## config.mk

```make
export PLATFORM = sky130hd
export DESIGN_NAME = stopwatch_lap
export DESIGN_NICKNAME = d
export VERILOG_FILES = /design/src/rtl/stopwatch_pkg.sv /design/src/rtl/bcd_digit_counter.sv /design/src/rtl/stopwatch_lap.sv
export SDC_FILE = /design/constraint.sdc
export NUM_CORES = 1
export LEC_CHECK = 0
export CORE_MARGIN = 3
export CORE_UTILIZATION = 40
export DETAILED_ROUTE_END_ITERATION = 10
export MAX_ROUTING_LAYER = met4
export PLACE_DENSITY_LB_ADDON = 0.12
export SYNTH_ARGS = -nofsm -noshare
export SYNTH_HDL_FRONTEND = slang
export SYNTH_SLANG_ARGS = --single-unit
export TNS_END_PERCENT = 1
```

## constraint.sdc

```tcl
create_clock -name i_clk -period 6.7 [get_ports i_clk]
set_input_delay 1.34 -clock i_clk [delete_from_list [all_inputs] [get_ports i_clk]]
set_output_delay 1.34 -clock i_clk [all_outputs]
set_load 0.005 [all_outputs]
```

## src/rtl/stopwatch_pkg.sv

```systemverilog
// Shared types and helpers for the BCD stopwatch: digit type, digit limits,
// and the clamp used when a preset is loaded.
package stopwatch_pkg;

    typedef logic [3:0] bcd_t;

    localparam bcd_t DIG_MAX9 = 4'd9;
    localparam bcd_t DIG_MAX5 = 4'd5;

    function automatic bcd_t clamp_digit(bcd_t d, bcd_t d_max);
        return (d > d_max) ? d_max : d;
    endfunction

    // Only the tens-of-seconds digit is base 6; every other digit is decimal.
    function automatic bcd_t digit_max(int idx);
        return (idx == 3) ? DIG_MAX5 : DIG_MAX9;
    endfunction

endpackage

```

## src/rtl/bcd_digit_counter.sv

```systemverilog
// One BCD digit with load-with-clamp and up/down count; carry and borrow
// flag the next digit in the chain.
module bcd_digit_counter
    import stopwatch_pkg::*;
#(
    parameter bcd_t MAX = DIG_MAX9
) (
    input  logic       i_clk,
    input  logic       i_reset_n,
    input  logic       i_en,
    input  logic       i_down,
    input  logic       i_load,
    input  logic [3:0] i_load_d,
    output logic [3:0] o_q,
    output logic       o_carry_out,
    output logic       o_borrow_out
);

    bcd_t r_q;

    always_ff @(posedge i_clk) begin
        if (!i_reset_n) begin
            r_q <= '0;
        end else if (i_load) begin
            r_q <= clamp_digit(i_load_d, MAX);
        end else if (i_en) begin
            if (i_down) begin
                r_q <= (r_q == '0) ? MAX : r_q - 4'd1;
            end else begin
                r_q <= (r_q == MAX) ? '0 : r_q + 4'd1;
            end
        end
    end

    assign o_q          = r_q;
    assign o_carry_out  = !i_down && (r_q == MAX);
    assign o_borrow_out = i_down && (r_q == '0);

endmodule

```

## src/rtl/stopwatch_lap.sv

```systemverilog
// BCD stopwatch/timer: prescaled centisecond tick, up/down digit chain,
// sticky countdown DONE, rollover WRAP pulse and lap capture register.
module stopwatch_lap
    import stopwatch_pkg::*;
#(
    parameter int TICK_DIV   = 1,
    parameter int MIN_DIGITS = 1,
    localparam int TW        = 16 + 4 * MIN_DIGITS
) (
    input  logic          i_clk,
    input  logic          i_reset_n,
    input  logic          i_enable,
    input  logic          i_down,
    input  logic          i_load,
    input  logic [TW-1:0] i_load_val,
    input  logic          i_lap,
    output logic [TW-1:0] o_time,
    output logic [TW-1:0] o_lap_time,
    output logic          o_lap_valid,
    output logic          o_done,
    output logic          o_wrap
);

    localparam int ND = 4 + MIN_DIGITS;
    localparam int PW = (TICK_DIV > 1) ? $clog2(TICK_DIV) : 1;

    logic [PW-1:0] r_pcnt;
    logic [TW-1:0] r_lap_time;
    logic          r_lap_valid;
    logic          r_done;
    logic          r_wrap;

    logic          w_time_zero;
    logic          w_inhibit;
    logic          w_pcnt_last;
    logic          w_tick;
    logic          w_done_set;
    logic [ND:0]   w_en_chain;
    logic [ND-1:0] w_carry;
    logic [ND-1:0] w_borrow;

    assign w_time_zero = (o_time == '0);
    assign w_inhibit   = i_down && w_time_zero;
    assign w_pcnt_last = (r_pcnt == PW'(TICK_DIV - 1));
    // Gating with load keeps WRAP/DONE quiet when a preset wins the edge.
    assign w_tick      = i_enable && w_pcnt_last && !w_inhibit && !i_load;
    assign w_done_set  = w_tick && i_down && (o_time == TW'(1));

    assign w_en_chain[0] = w_tick;

    for (genvar g = 0; g < ND; g++) begin : g_digit
        bcd_digit_counter #(
            .MAX (digit_max(g))
        ) u_digit (
            .i_clk        (i_clk),
            .i_reset_n    (i_reset_n),
            .i_en         (w_en_chain[g]),
            .i_down       (i_down),
            .i_load       (i_load),
            .i_load_d     (i_load_val[4*g +: 4]),
            .o_q          (o_time[4*g +: 4]),
            .o_carry_out  (w_carry[g]),
            .o_borrow_out (w_borrow[g])
        );
        assign w_en_chain[g+1] = w_en_chain[g] && (w_carry[g] || w_borrow[g]);
    end

    // Prescaler freezes (not clears) when paused or inhibited.
    always_ff @(posedge i_clk) begin
        if (!i_reset_n) begin
            r_pcnt <= '0;
        end else if (i_load) begin
            r_pcnt <= '0;
        end else if (i_enable && !w_inhibit) begin
            r_pcnt <= w_pcnt_last ? '0 : r_pcnt + PW'(1);
        end
    end

    always_ff @(posedge i_clk) begin
        if (!i_reset_n) begin
            r_done <= 1'b0;
            r_wrap <= 1'b0;
        end else begin
            r_wrap <= w_en_chain[ND] && !i_down;
            if (i_load) begin
                r_done <= 1'b0;
            end else if (w_done_set) begin
                r_done <= 1'b1;
            end
        end
    end

    always_ff @(posedge i_clk) begin
        if (!i_reset_n) begin
            r_lap_time  <= '0;
            r_lap_valid <= 1'b0;
        end else if (i_lap) begin
            r_lap_time  <= o_time;
            r_lap_valid <= 1'b1;
        end
    end

    assign o_lap_time  = r_lap_time;
    assign o_lap_valid = r_lap_valid;
    assign o_done      = r_done;
    assign o_wrap      = r_wrap;

endmodule

```

==> results of run 1 <==
## power breakdown
group | total (mW) | internal (mW) | switching, mW
registers | 0.297 | 0.268 | 0.0291
logic | 0.141 | 0.0783 | 0.0627
clock network | 0.154 | 0.0696 | 0.0839
## worst min-delay path by stage
| stage | end | start | slack (ps) |
|---|---|---|---|
| 3_5_place_dp | o_lap_valid$_SDFFE_PN0P_ | o_lap_valid$_SDFFE_PN0P_ | 450 |
| 4_1_cts | o_lap_valid$_SDFFE_PN0P_ | o_lap_valid$_SDFFE_PN0P_ | 470 |
| 3_3_place_gp | o_lap_valid$_SDFFE_PN0P_ | o_lap_valid$_SDFFE_PN0P_ | 440 |
| 2_1_floorplan | o_lap_valid$_SDFFE_PN0P_ | o_lap_valid$_SDFFE_PN0P_ | 450 |
| 6_report | o_lap_valid$_SDFFE_PN0P_ | o_lap_valid$_SDFFE_PN0P_ | 460 |
| 5_1_grt | o_lap_valid$_SDFFE_PN0P_ | o_lap_valid$_SDFFE_PN0P_ | 490 |
## cell type report
cell class                      count  area [um2]  area share [%]
Multi-Input combinational cell    264        1780            49.9
Sequential cell                    43         861            24.1
Timing Repair Buffer               73         718            20.1
Tap cell                           93         116            3.26
Clock buffer                        6        72.6            2.04
Inverter                            5        18.8           0.526
## critical path: cells and delay by family
kind / cells / cell delay [ps]
and+or+nand+nor: 3 / 1280
AOI/OAI and AO/OA: 2 / 360
buffers and inverters: 2 / 770
## sequential cells by signal, indices dropped and copies added (netlist names)
register and flops:
g_digit.u_digit.o_q 20, o_lap_time 20, o_wrap 1, o_done 1, o_lap_valid 1
## metal layers
layer  global-route usage [%]  vias up  share of wire (%)
met5                        -        -                  0
met4                     3.95        0               0.47
met3                     2.75        2                4.1
met2                     30.6       79                 48
met1                     24.5     1305                 48
li1                         -     1373                  -
## cells by family (layout without fill, tap and decap cells)
| group | after synthesis | after routing | share of synthesized area, % |
|---|---|---|---|
| AOI/OAI and AO/OA | 95 | 95 | 23.4 |
| xor gates and xnor gates | 5 | 5 | 1.56 |
| buffers and inverters | 43 | 84 | 6.22 |
| DFF | 43 | 43 | 30.6 |
| muxes | 23 | 23 | 8.31 |
| and+or+nand+nor | 141 | 141 | 30.0 |
## metrics by stage
stage               instances  hold WS, ps  power, mW  util [%]  instance area (um2)
floorplan                 350          451      0.383         -                 2820
CTS                       484          467      0.598      54.3                 3570
global placement          478          439      0.443      53.2                 3490
finish                    484          463      0.592      54.3                 3570
global route              484          490      0.625      54.3                 3570
detailed placement        478          448      0.445      53.2                 3490
## cell usage in the layout, fill, tap and decap left out, drive strengths merged, types with 5 or more instances in the layout
cell / count
nand2: 15
a21oi: 12
and3b: 6
a31oi: 10
o21ai: 23
mux2i: 20
nor2b: 31
a21boi: 5
nand2b: 9
o22ai: 5
nor3: 11
nand3: 9
nor3b: 7
clkdlybuf4s50: 68
nor2: 20
nand4: 6
buf: 5
clkbuf: 6
dfxtp: 43
==> flow_metrics.py, run 1 <==
metrics = {
    "timing": {
        "finalSetupViolations": 0,
        "worst_slew_pin_slew_ps": 848,
        "fin_worst_skew_ps": 3.26,
        "timing.final.ws_setup_ps": 3120,
        "min_period_ps": 3580,
        "relSlewSlack_pct": 43.0,
        "period_share_pct": 53.5,
        "max_clock_freq_mhz": 279,
        "final-hold-violation-count": 0,
        "timing_max_transition_violations_final": 0,
        "totalNegativeSetupSlack_ps": 0,
        "grt_setup_unrepaired": "false",
    },
    "global_route": {
        "first_global_vias": 2539,
        "overflow": 0,
        "grt_start_max_net_pins": 40,
        "global_route_usage_over_all_layers_pct": 18.6,
        "grt_first_pass_wirelength_um": 12500,
        "antenna_violations_before_repair": 0,
    },
    "logic_synthesis": {
        "yosys_warning_total": 0,
        "syn-mean-instance-area_um2": 8.04,
        "synthMostInstantiatedCell": "sky130_fd_sc_hd__dfxtp_1",
        "synth.top_cells.by_area": "sky130_fd_sc_hd__dfxtp_1 31%, sky130_fd_sc_hd__mux2i_1 7.1%, sky130_fd_sc_hd__nor2b_1 6.9%, sky130_fd_sc_hd__clkbuf_1 4.0%, sky130_fd_sc_hd__o21ai_0 3.7%",
        "synth_cell_types": 65,
        "synth-edff-count": 0,
        "asyncSetResetFlopFracSynth_pct": 0,
        "synth_common_cells": "43 x sky130_fd_sc_hd__dfxtp_1, 31 x sky130_fd_sc_hd__nor2b_1, 30 x sky130_fd_sc_hd__clkbuf_1",
        "post_synth_instance_area_mm2": 0.00282,
        "synth_largest_area_cell": "sky130_fd_sc_hd__dfxtp_1",
        "synthesis.instances": 350,
        "synth_top_flop_cell": "sky130_fd_sc_hd__dfxtp_1",
        "synth_sequential_area_ratio_pct": 30.6,
        "post_synthesis_net_count": 376,
        "post-synth-top-area-fraction_pct": 30.6,
        "yosys_register_bits": 43,
    },
    "clocking": {
        "root_buffer": "sky130_fd_sc_hd__clkbuf_8",
        "cts_max_path_buffers": 2,
        "hold_buffers": 0,
        "number_of_cts_inserted_buffers": 5,
        "ctsHtreeMaxLevel": 2,
        "clk_latency_ps": 290,
        "postCtsSetupBuffers": 0,
        "cts_tree": "built",
        "cts_num_sinks": 43,
        "cts-resized-gates": 0,
        "clk_pin_slew_ps": 80,
    },
    "worst_setup_path": {
        "crit_path_top_delay_cell": "sky130_fd_sc_hd__or4_1",
        "worst-setup-path-type": "input pin to register",
        "rrSetupSlack_ps": 4330,
        "setup.worst_path.end": "g_digit[4].u_digit.o_q[2]$_SDFFE_PN0P_",
        "r2r_start": "g_digit[1].u_digit.o_q[0]$_SDFFE_PN0P_",
        "worstSetupEndpointType": "register",
        "cp_cell_sequence": "clkdlybuf4s50_1 > buf_4 > nor3b_4 > o21ai_2 > or4_1 > or3_1 > a32o_1",
        "cpPeakStageDelay_ps": 620,
        "cp_data_required_time_ps": 6890,
        "worst_setup_path_startpoint": "i_down",
        "crit_path_max_fanout": 39,
        "critPathLaunchType": "input pin",
        "reg2regPathDepth": 5,
        "r2r-end": "g_digit[4].u_digit.o_q[2]$_SDFFE_PN0P_",
        "cp_data_arrival_time_ps": 3770,
    },
    "detailed_routing": {
        "routed-via-count": 2759,
        "route.detailed.wl_per_inst_um": 15.4,
        "drt_wl_total_um": 7470,
        "dr.pass1.iters": 4,
        "antenna_left": 0,
        "drc_errors": 0,
        "vias_per_cell": 5.70,
        "drt_first_iter_violations": 173,
    },
    "run_status": {
        "status": "finished clean",
    },
    "layout": {
        "layout-drive-gt1-share_pct": 5.12,
        "antennaDiodeCount": 0,
        "area.growth.synth_to_final_pct": 26.7,
        "fillerInstances": 635,
        "final_nets": 418,
    },
    "die": {
        "placeableCoreArea_mm2": 0.00657,
        "die_h_um": 89.9,
        "design.portCount": 69,
        "area_of_the_die_mm2": 0.00808,
        "die_w_um": 89.9,
        "floorplan.rows": 29,
        "floorplan.initialDensity_pct": 42.9,
    },
    "place": {
        "count_of_input_and_output_buffers": 68,
        "place_ws_ps": 2820,
        "finalWeightedCongestion": 0.779,
        "dp_hpwl_um": 5110,
    },
    "job": {
        "cap_violations": 0,
    },
    "worst_hold_path": {
        "holdCritPathClass": "register to register",
        "whs_path_depth": 1,
    },
    "pwr": {
        "vdd_ir_drop_max_mv": 0.0873,
        "total_leakage_power_nw": 1.29,
        "power.density_mw_per_mm2": 166,
    },
}
Note: power is estimated with default switching activity, not from simulation.
==> run 2: changes to the inputs <==
Clock period 6.7 ns to 3.7 ns, I/O delays scaled along.
==> flow_metrics.py, run 2 (synthesis results as in run 1) <==
metrics = {
    "run_status": {
        "status": "finished clean",
    },
    "layout": {
        "layout_commonest_cell": "sky130_fd_sc_hd__clkdlybuf4s50_1",
        "finish.utilization_pct": 55.2,
        "final_nets": 420,
        "layout_common_cells": "68 x sky130_fd_sc_hd__clkdlybuf4s50_1, 43 x sky130_fd_sc_hd__dfxtp_1, 31 x sky130_fd_sc_hd__nor2b_1, 21 x sky130_fd_sc_hd__o21ai_0, 20 x sky130_fd_sc_hd__mux2i_1",
        "area.growth.synth_to_final_pct": 28.8,
        "antennaDiodeCount": 0,
        "layout-drive-gt1-share_pct": 6.33,
    },
    "timing": {
        "timing_max_transition_violations_final": 0,
        "relSlewSlack_pct": 56.6,
        "worst_slew_pin_slew_ps": 647,
        "final-hold-violation-count": 0,
        "max_clock_freq_mhz": 336,
        "totalNegativeSetupSlack_ps": 0,
        "finalSetupViolations": 0,
        "fin_worst_skew_ps": 4.18,
        "period_share_pct": 80.5,
        "min_period_ps": 2980,
        "grt_setup_unrepaired": "false",
    },
    "clocking": {
        "cts-resized-gates": 0,
        "clk_pin_slew_ps": 80,
        "postCtsSetupBuffers": 0,
        "root_buffer": "sky130_fd_sc_hd__clkbuf_8",
        "clk_latency_ps": 300,
        "hold_buffers": 0,
        "cts_num_sinks": 43,
        "ctsHtreeMaxLevel": 2,
        "cts_max_path_buffers": 2,
        "cts_tree": "built",
        "number_of_cts_inserted_buffers": 5,
    },
    "global_route": {
        "antenna_violations_before_repair": 0,
        "first_global_vias": 2669,
        "overflow": 0,
        "global_route_usage_over_all_layers_pct": 19.8,
        "grt_first_pass_wirelength_um": 13200,
        "grt_start_max_net_pins": 40,
    },
    "detailed_routing": {
        "dr.pass1.iters": 4,
        "route.detailed.wl_per_inst_um": 15.7,
        "routed-via-count": 2732,
        "drt_first_iter_violations": 141,
        "vias_per_cell": 5.60,
        "drt_wl_total_um": 7650,
        "drc_errors": 0,
        "antenna_left": 0,
    },
    "worst_setup_path": {
        "crit_path_top_delay_cell": "sky130_fd_sc_hd__or4_1",
        "cp_cell_sequence": "clkdlybuf4s50_1 > buf_4 > nor3b_4 > o21ai_2 > or4_1 > or3_1 > a32o_1",
        "worstSetupEndpointType": "register",
        "worst_path_dominant_cell_family": "simple AND/OR/NAND/NOR gates",
        "crit_path_max_fanout": 39,
        "worst-setup-path-type": "input pin to register",
        "cp_data_required_time_ps": 3890,
        "cp_data_arrival_time_ps": 3170,
        "timing.critical_path.buf_inv": 2,
        "cpPeakStageDelay_ps": 610,
        "critPathLaunchType": "input pin",
    },
    "pwr": {
        "tot_pwr_mw": 1.19,
        "vdd_ir_drop_max_mv": 0.216,
        "total_leakage_power_nw": 1.32,
        "power.density_mw_per_mm2": 327,
    },
    "place": {
        "dp_hpwl_um": 5120,
        "finalWeightedCongestion": 0.790,
        "count_of_input_and_output_buffers": 68,
    },
    "die": {
        "die_h_um": 89.9,
        "floorplan.initialDensity_pct": 42.9,
        "design.portCount": 69,
        "placeableCoreArea_mm2": 0.00657,
        "floorplan.rows": 29,
        "die_w_um": 89.9,
        "area_of_the_die_mm2": 0.00808,
    },
    "worst_hold_path": {
        "holdCritPathClass": "register to register",
    },
    "job": {
        "cap_violations": 0,
    },
}
run 2: path summary, 6_finish.rpt:
| path | to | slack, ps | depth (start not counted) | startpoint |
|---|---|---|---|---|
| worst max-delay path | g_digit[4].u_digit.o_q[2]$_SDFFE_PN0P_ | 720 | 7 | i_down |
| worst min-delay path | o_lap_valid$_SDFFE_PN0P_ | 450 | 1 | o_lap_valid$_SDFFE_PN0P_ |
| worst max register to register | g_digit[4].u_digit.o_q[2]$_SDFFE_PN0P_ | 1330 | 5 | g_digit[2].u_digit.o_q[0]$_SDFFE_PN0P_ |
| worst min register to register | o_lap_valid$_SDFFE_PN0P_ | 450 | 1 | o_lap_valid$_SDFFE_PN0P_ |
run 2: power breakdown:
part	switching [mW]	internal, mW
Combinational	0.116	0.143
Clock	0.170	0.219
Sequential	0.0527	0.485
Total	0.338	0.847
run 2: metal layers:
layer  vias up  wire, um  GRT usage (%)
li1       1370         -              -
met2        79      3620           32.5
met1      1277      3580           25.0
met5         -         0              -
met3         6       369           3.59
met4         0        76           5.48
run 2: metrics by stage:
step	hold WS [ps]	cells	setup WS (ps)	instance area, um2
floorplan	451	350	1280	2820
global placement	441	480	473	3510
detailed placement	442	480	430	3510
CTS	463	488	745	3630
global route	483	488	644	3630
finish	455	488	722	3630
run 2: area by class of cell:
| cell class | instances | area (um2) |
|---|---|---|
| fill | 611 | 2940 |
| clock inverter | 2 | 35.0 |
| timing repair buffer | 75 | 733 |
| multi-input combinational | 264 | 1780 |
| inverter | 5 | 18.8 |
| tap | 93 | 116 |
| clock buffer | 6 | 82.6 |
| sequential | 43 | 861 |
